===== config.mk =====
export PLATFORM = sky130hd
export DESIGN_NAME = regbus_responder
export DESIGN_NICKNAME = d
export VERILOG_FILES = /design/src/rtl/regbus_pkg.sv /design/src/rtl/regfile16.sv /design/src/rtl/regbus_responder.sv
export SDC_FILE = /design/constraint.sdc
export NUM_CORES = 1
export LEC_CHECK = 0
export CAP_MARGIN = 20
export CORE_UTILIZATION = 55
export CTS_BUF_LIST = sky130_fd_sc_hd__clkbuf_4
export CTS_CLUSTER_SIZE = 20
export DETAILED_ROUTE_END_ITERATION = 8
export PLACE_DENSITY = 0.78
export SYNTH_ARGS = -nofsm -noshare
export SYNTH_HDL_FRONTEND = slang
export SYNTH_SLANG_ARGS = --single-unit

===== constraint.sdc =====
create_clock -name clk -period 2.1 [get_ports clk]
set_input_delay 0.315 -clock clk [delete_from_list [all_inputs] [get_ports clk]]
set_output_delay 0.315 -clock clk [all_outputs]
set_load 0.02 [all_outputs]

===== src/rtl/regbus_pkg.sv =====
// rtl/regbus_pkg.sv - shared request codes, FSM states and default sizes for the register bus
package regbus_pkg;

    localparam int NREGS_DEF = 16;
    localparam int DW_DEF    = 4;
    localparam int AW_DEF    = $clog2(NREGS_DEF);

    typedef enum logic [3:0] {
        REQ_IDLE  = 4'b0000,
        REQ_READ  = 4'b0001,
        REQ_WRITE = 4'b0010,
        REQ_NEXT  = 4'b0011
    } req_e;

    typedef enum logic [1:0] {
        S_IDLE,
        S_EXEC,
        S_WAIT_SEL,
        S_ACK
    } state_e;

endpackage


===== src/rtl/regfile16.sv =====
// rtl/regfile16.sv - register array with synchronous write, combinational read, synchronous clear
module regfile16 #(
    parameter int NREGS = 16,
    parameter int DW    = 4,
    parameter int AW    = $clog2(NREGS)
) (
    input  logic          clk,
    input  logic          rst,
    input  logic          we,
    input  logic [AW-1:0] waddr,
    input  logic [DW-1:0] wdata,
    input  logic [AW-1:0] raddr,
    output logic [DW-1:0] rdata
);

    logic [DW-1:0] mem [NREGS];

    // Reset wins over a same-edge write so an interrupted WRITE never lands.
    always_ff @(posedge clk) begin
        if (rst) begin
            for (int i = 0; i < NREGS; i++) mem[i] <= '0;
        end else if (we) begin
            mem[waddr] <= wdata;
        end
    end

    assign rdata = mem[raddr];

endmodule


===== src/rtl/regbus_responder.sv =====
// rtl/regbus_responder.sv - 4-phase BUSREQ responder holding the core's register file
module regbus_responder
    import regbus_pkg::*;
#(
    parameter int NREGS = NREGS_DEF,
    parameter int DW    = DW_DEF,
    parameter int AW    = $clog2(NREGS)
) (
    input  logic          clk,
    input  logic          rst,
    input  logic [3:0]    busreq,
    input  logic [DW-1:0] core_data,
    input  logic [AW-1:0] sel_in,
    input  logic          sel_valid,
    output logic [DW-1:0] bus_data,
    output logic [AW-1:0] opnd,
    output logic          ack,
    output logic          err
);

    state_e        state, state_nx;
    logic [3:0]    req_q, req_nx;
    logic [AW-1:0] cur_sel, cur_sel_nx, opnd_nx;
    logic [DW-1:0] bus_data_nx, rdata;
    logic          ack_nx, err_nx, we;

    regfile16 #(.NREGS(NREGS), .DW(DW), .AW(AW)) u_regfile (
        .clk   (clk),
        .rst   (rst),
        .we    (we),
        .waddr (cur_sel),
        .wdata (core_data),
        .raddr (cur_sel),
        .rdata (rdata)
    );

    always_ff @(posedge clk) begin
        if (rst) begin
            state    <= S_IDLE;
            req_q    <= REQ_IDLE;
            cur_sel  <= '0;
            opnd     <= '0;
            bus_data <= '0;
            ack      <= 1'b0;
            err      <= 1'b0;
        end else begin
            state    <= state_nx;
            req_q    <= req_nx;
            cur_sel  <= cur_sel_nx;
            opnd     <= opnd_nx;
            bus_data <= bus_data_nx;
            ack      <= ack_nx;
            err      <= err_nx;
        end
    end

    // Operations act on the latched req_q; busreq only matters in IDLE and ACK.
    always_comb begin
        state_nx    = state;
        req_nx      = req_q;
        cur_sel_nx  = cur_sel;
        opnd_nx     = opnd;
        bus_data_nx = bus_data;
        ack_nx      = ack;
        err_nx      = err;
        we          = 1'b0;
        case (state)
            S_IDLE: begin
                if (busreq != REQ_IDLE) begin
                    req_nx   = busreq;
                    state_nx = S_EXEC;
                end
            end
            S_EXEC: begin
                case (req_q)
                    REQ_READ: begin
                        bus_data_nx = rdata;
                        ack_nx      = 1'b1;
                        state_nx    = S_ACK;
                    end
                    REQ_WRITE: begin
                        we       = 1'b1;
                        ack_nx   = 1'b1;
                        state_nx = S_ACK;
                    end
                    REQ_NEXT: begin
                        if (sel_valid) begin
                            cur_sel_nx = sel_in;
                            opnd_nx    = sel_in;
                            ack_nx     = 1'b1;
                            state_nx   = S_ACK;
                        end else begin
                            state_nx = S_WAIT_SEL;
                        end
                    end
                    default: begin
                        bus_data_nx = '0;
                        err_nx      = 1'b1;
                        ack_nx      = 1'b1;
                        state_nx    = S_ACK;
                    end
                endcase
            end
            S_WAIT_SEL: begin
                if (sel_valid) begin
                    cur_sel_nx = sel_in;
                    opnd_nx    = sel_in;
                    ack_nx     = 1'b1;
                    state_nx   = S_ACK;
                end
            end
            S_ACK: begin
                if (busreq == REQ_IDLE) begin
                    ack_nx   = 1'b0;
                    state_nx = S_IDLE;
                end else if (busreq != req_q) begin
                    err_nx = 1'b1;
                end
            end
            default: state_nx = S_IDLE;
        endcase
    end

endmodule


==> qor.txt, run 1 <==
status -> complete, no violations
most frequent cells in the layout -> 65 x and2_1, 64 x edfxtp_1, 29 x buf_4
DRT iter0 DRCs -> 109
sequential share of power -> 0.538
Final setup violation count -> 0
top cell type's share of synthesized area -> 0.4679
largest net degree at the start of global routing -> 28
PortBufs -> 24
Yosys top cell by area -> edfxtp_1
Post-synth ARST share -> 0
CP startpoint kind -> flop
final non-filler cell total -> 471
Sink Count -> 88
storage element area -> 2404 sq um
met3 Use GR -> 0.04757
critical path, cell by cell -> inv_1, ha_1, nor4b_4, nand2_1, nor3_1, or2_2
first-pass GRT wire length -> 12.29 mm
Worst Setup End Kind -> flop
Skew-Pair Late Insertion Delay -> 440 ps
number of global-route vias before repair -> 2627
worst-case clock buffer depth -> 2
num rows -> 31
Hold Path Class -> flop to flop
combinational power share -> 0.198
IO Count -> 25
DR DRC count -> 0
max cap viols -> 0
Filler Cell Count -> 538
commonest non-fill, non-tap cell in the layout -> and2_1
CP peak stage delay -> 370 ps
CTS Buf Count -> 9
Slowest-stage cell, CP -> dfxtp_1
H-tree depth -> 3
Worst-path clk slew -> 130 ps
Sw Share -> 0.2782
final setup TNS -> 0 ps
Antenna diodes -> 0
post-synthesis cell type count -> 42
largest cells by area after synthesis -> edfxtp_1 47%, dfxtp_1 12%, and2_1 9.9%
Placed Cells -> 452
Total Routing Usage GR -> 0.2238
CTS root buf -> clkbuf_4
WL per Instance -> 17.47 um
share of the yosys chip area belonging to registers -> 0.5848
met2 Usage GRT -> 0.3958
Multi-input gate area -> 1655 sq um
Hold Buf Count CTS -> 0
CP startpoint -> state[1]
CP arrival -> 2160 ps
via count -> 2595
Pleak -> 1.812 nW
fin crit share -> 0.9492
DR pass1 iterations -> 4
clock power share -> 0.265
Slew headroom -> 0.5724
NetSw -> 1.090 mW
RSZ-0062 raised after global routing -> yes
EDFF count, synth -> 64
CTS tree -> yes
Max Clock Skew -> 12.13 ps
post-DP HPWL -> 5.770 mm
Die Y -> 88.42 um
Avg Inst Size Synth -> 12.96 sq um
CP Class -> flop to flop
final WL -> 8.228 mm
final net count -> 387
internal power -> 2.828 mW
Mapped Cells -> 317
initial antenna violation count -> 0
Die Wd -> 88.42 um
Congestion Overflow GR -> 0
Max Fclk -> 501.7 MHz
Hold Slack -> 493.6 ps
grt met1 use -> 0.2519
Yosys reg bits -> 88
drt via density -> 5.510
Peak supply drop -> 0.0007022 V
core area -> 7253 sq um
die area -> 7818 sq um
PD cells -> 814.1 nW/um^2
required time worst endpoint -> 2260 ps
Max Slew Vio Count -> 0
share of post-route cells with drive strength above 1 -> 0.2097
initial core utilization -> 0.5663
power after layout -> 3.918 mW
R2R Path Start -> state[1]
crit path time final -> 1993 ps
yosys warns -> 0
routability congestion estimate -> 0.7737
Least-Margin Pin Slew -> 639.5 ps
Worst Hold Launch -> opnd[1]
Hold Vio Cnt, Final -> 0
Syn-to-layout area delta -> 17.15%
gr busiest metal -> met2
CP max FO -> 5
Synth Cell Area -> 4108 sq um
Routed Antenna Nets -> 0
top_reg_cell synth -> edfxtp_1
Post-Syn Nets -> 337
==> stage by stage <==
step / setup slack (ps) / utilization / cell area, sq um
2_1_floorplan: 109.0 / - / 4108
3_3_place_gp: -129.7 / 0.6345 / 4602
3_5_place_dp: -180.4 / 0.6345 / 4602
4_1_cts: 12.68 / 0.6562 / 4760
5_1_grt: -27.70 / 0.6634 / 4812
6_report: 106.7 / 0.6634 / 4812
==> path summary, 6_finish.rpt <==
path                     endpoint  slack [ps]  cells after the start
max          u_regfile.mem[15][2]         110                      6
min reg2reg               opnd[1]         490                      1
min                       opnd[1]         490                      1
max reg2reg  u_regfile.mem[15][2]         110                      6
==> state kept, by name (all words and copies together) (netlist names), named ones only <==
register and flops:
state 2, err 1, opnd 4, cur_sel 4, ack 1, bus_data 4
req_q 4, u_regfile.mem 64
==> critical path, delay by kind of cell, from the launching register on <==
| kind | cells | cell delay [ps] |
|---|---|---|
| AND/OR/NAND/NOR | 4 | 1040 |
| flip-flops | 1 | 370 |
| adder cells (fa/ha/maj) | 1 | 190 |
| buffers and inverters | 1 | 120 |
==> Yosys cell counts (3+ instances only) <==
cell      instances
a22o_1            8
xnor2_1           4
nor3_1            8
a21oi_1           4
or2_2            16
and3_1            4
inv_1             5
a22oi_1          12
dfxtp_1          24
buf_2             3
clkbuf_1          8
mux2i_1          18
ha_1              5
nand2b_1          3
mux4_1            6
a221o_1           4
mux2_2            4
edfxtp_1         64
nand2_1           5
nor2_1           19
and2_1           65
==> cells by family after synthesis <==
family | share of synthesized area
AO/OA/AOI/OAI | 0.07067
AND/OR/NAND/NOR | 0.1962
flip-flops | 0.5848
multiplexers | 0.1042
adder cells (fa/ha/maj) | 0.01523
XOR/XNOR | 0.008528
buffers and inverters | 0.02041
==> routing by layer <==
| layer | share of wire | vias up |
|---|---|---|
| li1 | - | 1266 |
| met1 | 0.42 | 1251 |
| met2 | 0.52 | 67 |
| met3 | 0.047 | 11 |
| met4 | 0.019 | 0 |
| met5 | 0 | - |
==> layout make-up <==
type / count / area share
Clock buffer: 9 / 0.01404
Clock inverter: 7 / 0.01768
Inverter: 5 / 0.003900
Multi-Input combinational cell: 210 / 0.3440
Sequential cell: 88 / 0.4995
Tap cell: 99 / 0.02574
Timing Repair Buffer: 53 / 0.09516
==> timing repair <==
item / CTS / global route
setup buffers: 0 / 3
pin swaps: 0 / 2
endpoints found under the setup margin: 4 / 100
resized for setup: 1 / 7
==> power groups by stage <==
stage / Sequential (mW) / Clock, mW / Combinational [mW]
floorplan: 2.12 / 0 / 0.511
global placement: 2.14 / 0 / 0.740
detailed placement: 2.14 / 0 / 0.759
CTS: 2.10 / 1.04 / 0.763
global route: 2.12 / 1.11 / 0.845
finish: 2.11 / 1.04 / 0.775
Note: power is estimated with default switching activity, not from simulation.
==> run 2: changes to the inputs <==
--- a/config.mk
+++ b/config.mk
@@ -6,11 +6,14 @@
 export NUM_CORES = 1
 export LEC_CHECK = 0
 export CAP_MARGIN = 20
-export CORE_UTILIZATION = 55
+export CELL_PAD_IN_SITES_DETAIL_PLACEMENT = 1
+export CELL_PAD_IN_SITES_GLOBAL_PLACEMENT = 2
+export CORE_UTILIZATION = 43
 export CTS_BUF_LIST = sky130_fd_sc_hd__clkbuf_4
+export CTS_CLUSTER_DIAMETER = 60
 export CTS_CLUSTER_SIZE = 20
 export DETAILED_ROUTE_END_ITERATION = 8
-export PLACE_DENSITY = 0.78
+export PLACE_DENSITY = 0.81
 export SYNTH_ARGS = -nofsm -noshare
 export SYNTH_HDL_FRONTEND = slang
 export SYNTH_SLANG_ARGS = --single-unit
==> constraint.sdc (replaced) <==
create_clock -name clk -period 2 [get_ports clk]
set_input_delay 0.3 -clock clk [delete_from_list [all_inputs] [get_ports clk]]
set_output_delay 0.3 -clock clk [all_outputs]
set_load 0.02 [all_outputs]
==> qor.txt, run 2 (synthesis gave the netlist of run 1 again) <==
status -> complete, no violations
Max Clock Skew -> 22.94 ps (+10.81 ps)
Final setup violation count -> 0 (unchanged)
CP max FO -> 6 (+1)
r2r setup slk -> 80 ps (-30 ps)
PD cells -> 822.5 nW/um^2 (+1.0%)
die area -> 9948 sq um (+27%)
CP peak stage delay -> 340 ps (-30 ps)
CTS Buf Count -> 9 (unchanged)
Max Fclk -> 520.4 MHz (+3.7%)
Skew-Pair Late Insertion Delay -> 450 ps (about the same)
final WL -> 9.638 mm (+17%)
drt via density -> 5.235 (-5.0%)
initial core utilization -> 0.4445 (-0.1218)
critical path, cell by cell -> inv_1, ha_1, nor4b_4, buf_4, nand4b_1, buf_4, nor3_2, or2_2
number of global-route vias before repair -> 2852 (+8.6%)
Worst Setup End Kind -> flop
post-DP HPWL -> 7.072 mm (+23%)
DR pass1 iterations -> 4 (unchanged)
via count -> 2670 (+2.9%)
final non-filler cell total -> 510 (+8.3%)
Worst-path clk slew -> 150 ps (+20 ps)
IO Count -> 25 (unchanged)
largest net degree at the start of global routing -> 28 (unchanged)
worst slack at placement -> -256.4 ps (-76.06 ps)
critical path's top delay family -> simple AND/OR/NAND/NOR gates
Peak supply drop -> 0.0003795 V (-46%)
CTS tree -> yes
Pleak -> 1.846 nW (+1.9%)
Top reg by flops -> u_regfile.mem
num rows -> 35 (+13%)
CP Class -> flop to flop
Slew headroom -> 0.6366 (+0.06427)
final net count -> 396 (+2.3%)
CP startpoint kind -> flop
share of post-route cells with drive strength above 1 -> 0.2310 (+0.02129)
max reg flops -> 64 (unchanged)
post-layout instance area -> 4916 sq um (+2.2%)
placed cell area -> 4747 sq um (+3.2%)
Sink Count -> 88 (unchanged)
CTS root buf -> clkbuf_4
CP arrival -> 2090 ps (-70 ps)
core area -> 9240 sq um (+27%)
H-tree depth -> 3 (unchanged)
routability congestion estimate -> 0.8019 (+3.6%)
Placed Cells -> 493 (+9.1%)
sum of buffers and inverters on the critical path -> 3 (+2)
Slowest-stage cell, CP -> dfxtp_1
DR DRC count -> 0 (unchanged)
commonest non-fill, non-tap cell in the layout -> and2_1
Congestion Overflow GR -> 0 (unchanged)
Hold Path Class -> input port to flop
Worst Slack Setup Final -> 78.39 ps (-28.32 ps)
first-pass GRT wire length -> 15.62 mm (+27%)
Total Routing Usage GR -> 0.2160 (-0.007856)
DRT iter0 DRCs -> 94 (-14%)
Hold Vio Cnt, Final -> 0 (unchanged)
Die Wd -> 99.74 um (+13%)
cell mode on critical path -> buf_4
max cap viols -> 0 (unchanged)
crit path time final -> 1922 ps (-71.68 ps)
Syn-to-layout area delta -> 19.68%
worst-case clock buffer depth -> 2 (unchanged)
WL per Instance -> 18.90 um (+8.2%)
Least-Margin Pin Slew -> 542.1 ps (-97.35 ps)
Die Y -> 99.74 um (+13%)
initial antenna violation count -> 0 (unchanged)
most frequent cells in the layout -> 65 x and2_1, 64 x edfxtp_1, 36 x buf_4
Antenna diodes -> 0 (unchanged)
Routed Antenna Nets -> 0 (unchanged)
fin crit share -> 0.9608 (+0.01162)
required time worst endpoint -> 2170 ps (-90 ps)
PortBufs -> 24 (unchanged)
Max Slew Vio Count -> 0 (unchanged)
-- run 2: cell count changes in the layout (fill, tap and decap cells not counted), sizes merged --
cell | before | now
buf | 29 | 38
bufinv | 2 | 0
clkinv | 2 | 4
-- run 2: final timing paths --
kind / start / to / depth (start not counted)
worst max-delay path: state[1] / u_regfile.mem[8][0] / 8
worst min-delay path: sel_in[2] / opnd[2] / 2
worst max register to register: state[1] / u_regfile.mem[8][0] / 8
worst min register to register: opnd[3] / opnd[3] / 1
-- run 2: where the power goes --
part | total (mW) | switching, mW | leakage [nW] | internal [mW]
logic | 0.943 | 0.491 | 0.919 | 0.453
registers | 2.19 | 0.107 | 0.856 | 2.08
clock network | 0.914 | 0.644 | 0.0712 | 0.270
-- run 2: worst reg2reg max path: stages (launching register included) --
cell	delay, ps
dfxtp_1	340
inv_1	70
ha_1	170
nor4b_4	210
buf_4	180
nand4b_1	140
buf_4	180
nor3_2	160
or2_2	200
-- run 2: metal layers --
metal / routed length [um] / vias to the layer above / GRT usage
li1: - / 1285 / -
met1: 4502 / 1329 / 0.2882
met2: 4659 / 44 / 0.3549
met3: 338 / 12 / 0.03935
met4: 138 / 0 / 0.07353
met5: 0 / - / 0
-- run 2: cell type report --
class / count / area [sq um]
Clock inverter: 7 / 55.05
Clock buffer: 9 / 67.56
Fill cell: 960 / 4324
Tap cell: 129 / 161.4
Timing Repair Buffer: 62 / 550.5
Multi-Input combinational cell: 210 / 1660
Inverter: 5 / 18.77
Sequential cell: 88 / 2402
-- run 2: what timing repair did --
item,CTS,global route
hold buffers,0,0
pin swaps,0,1
resized for setup,2,6
buffers inserted,0,1
endpoints found under the setup margin,11,87
-- run 2: stage by stage --
| step | util | total power [mW] | TNS [ps] | hold WS (ps) |
|---|---|---|---|---|
| 3_3_place_gp | 0.5137 | 3.130 | -7579 | 459.6 |
| 6_report | 0.5320 | 4.043 | 0 | 491.8 |
| 5_1_grt | 0.5320 | 4.256 | -93.89 | 470.4 |
| 3_5_place_dp | 0.5137 | 3.156 | -11930 | 466.6 |
| 2_1_floorplan | - | 2.765 | 0 | 433.2 |
| 4_1_cts | 0.5281 | 4.062 | 0 | 457.3 |
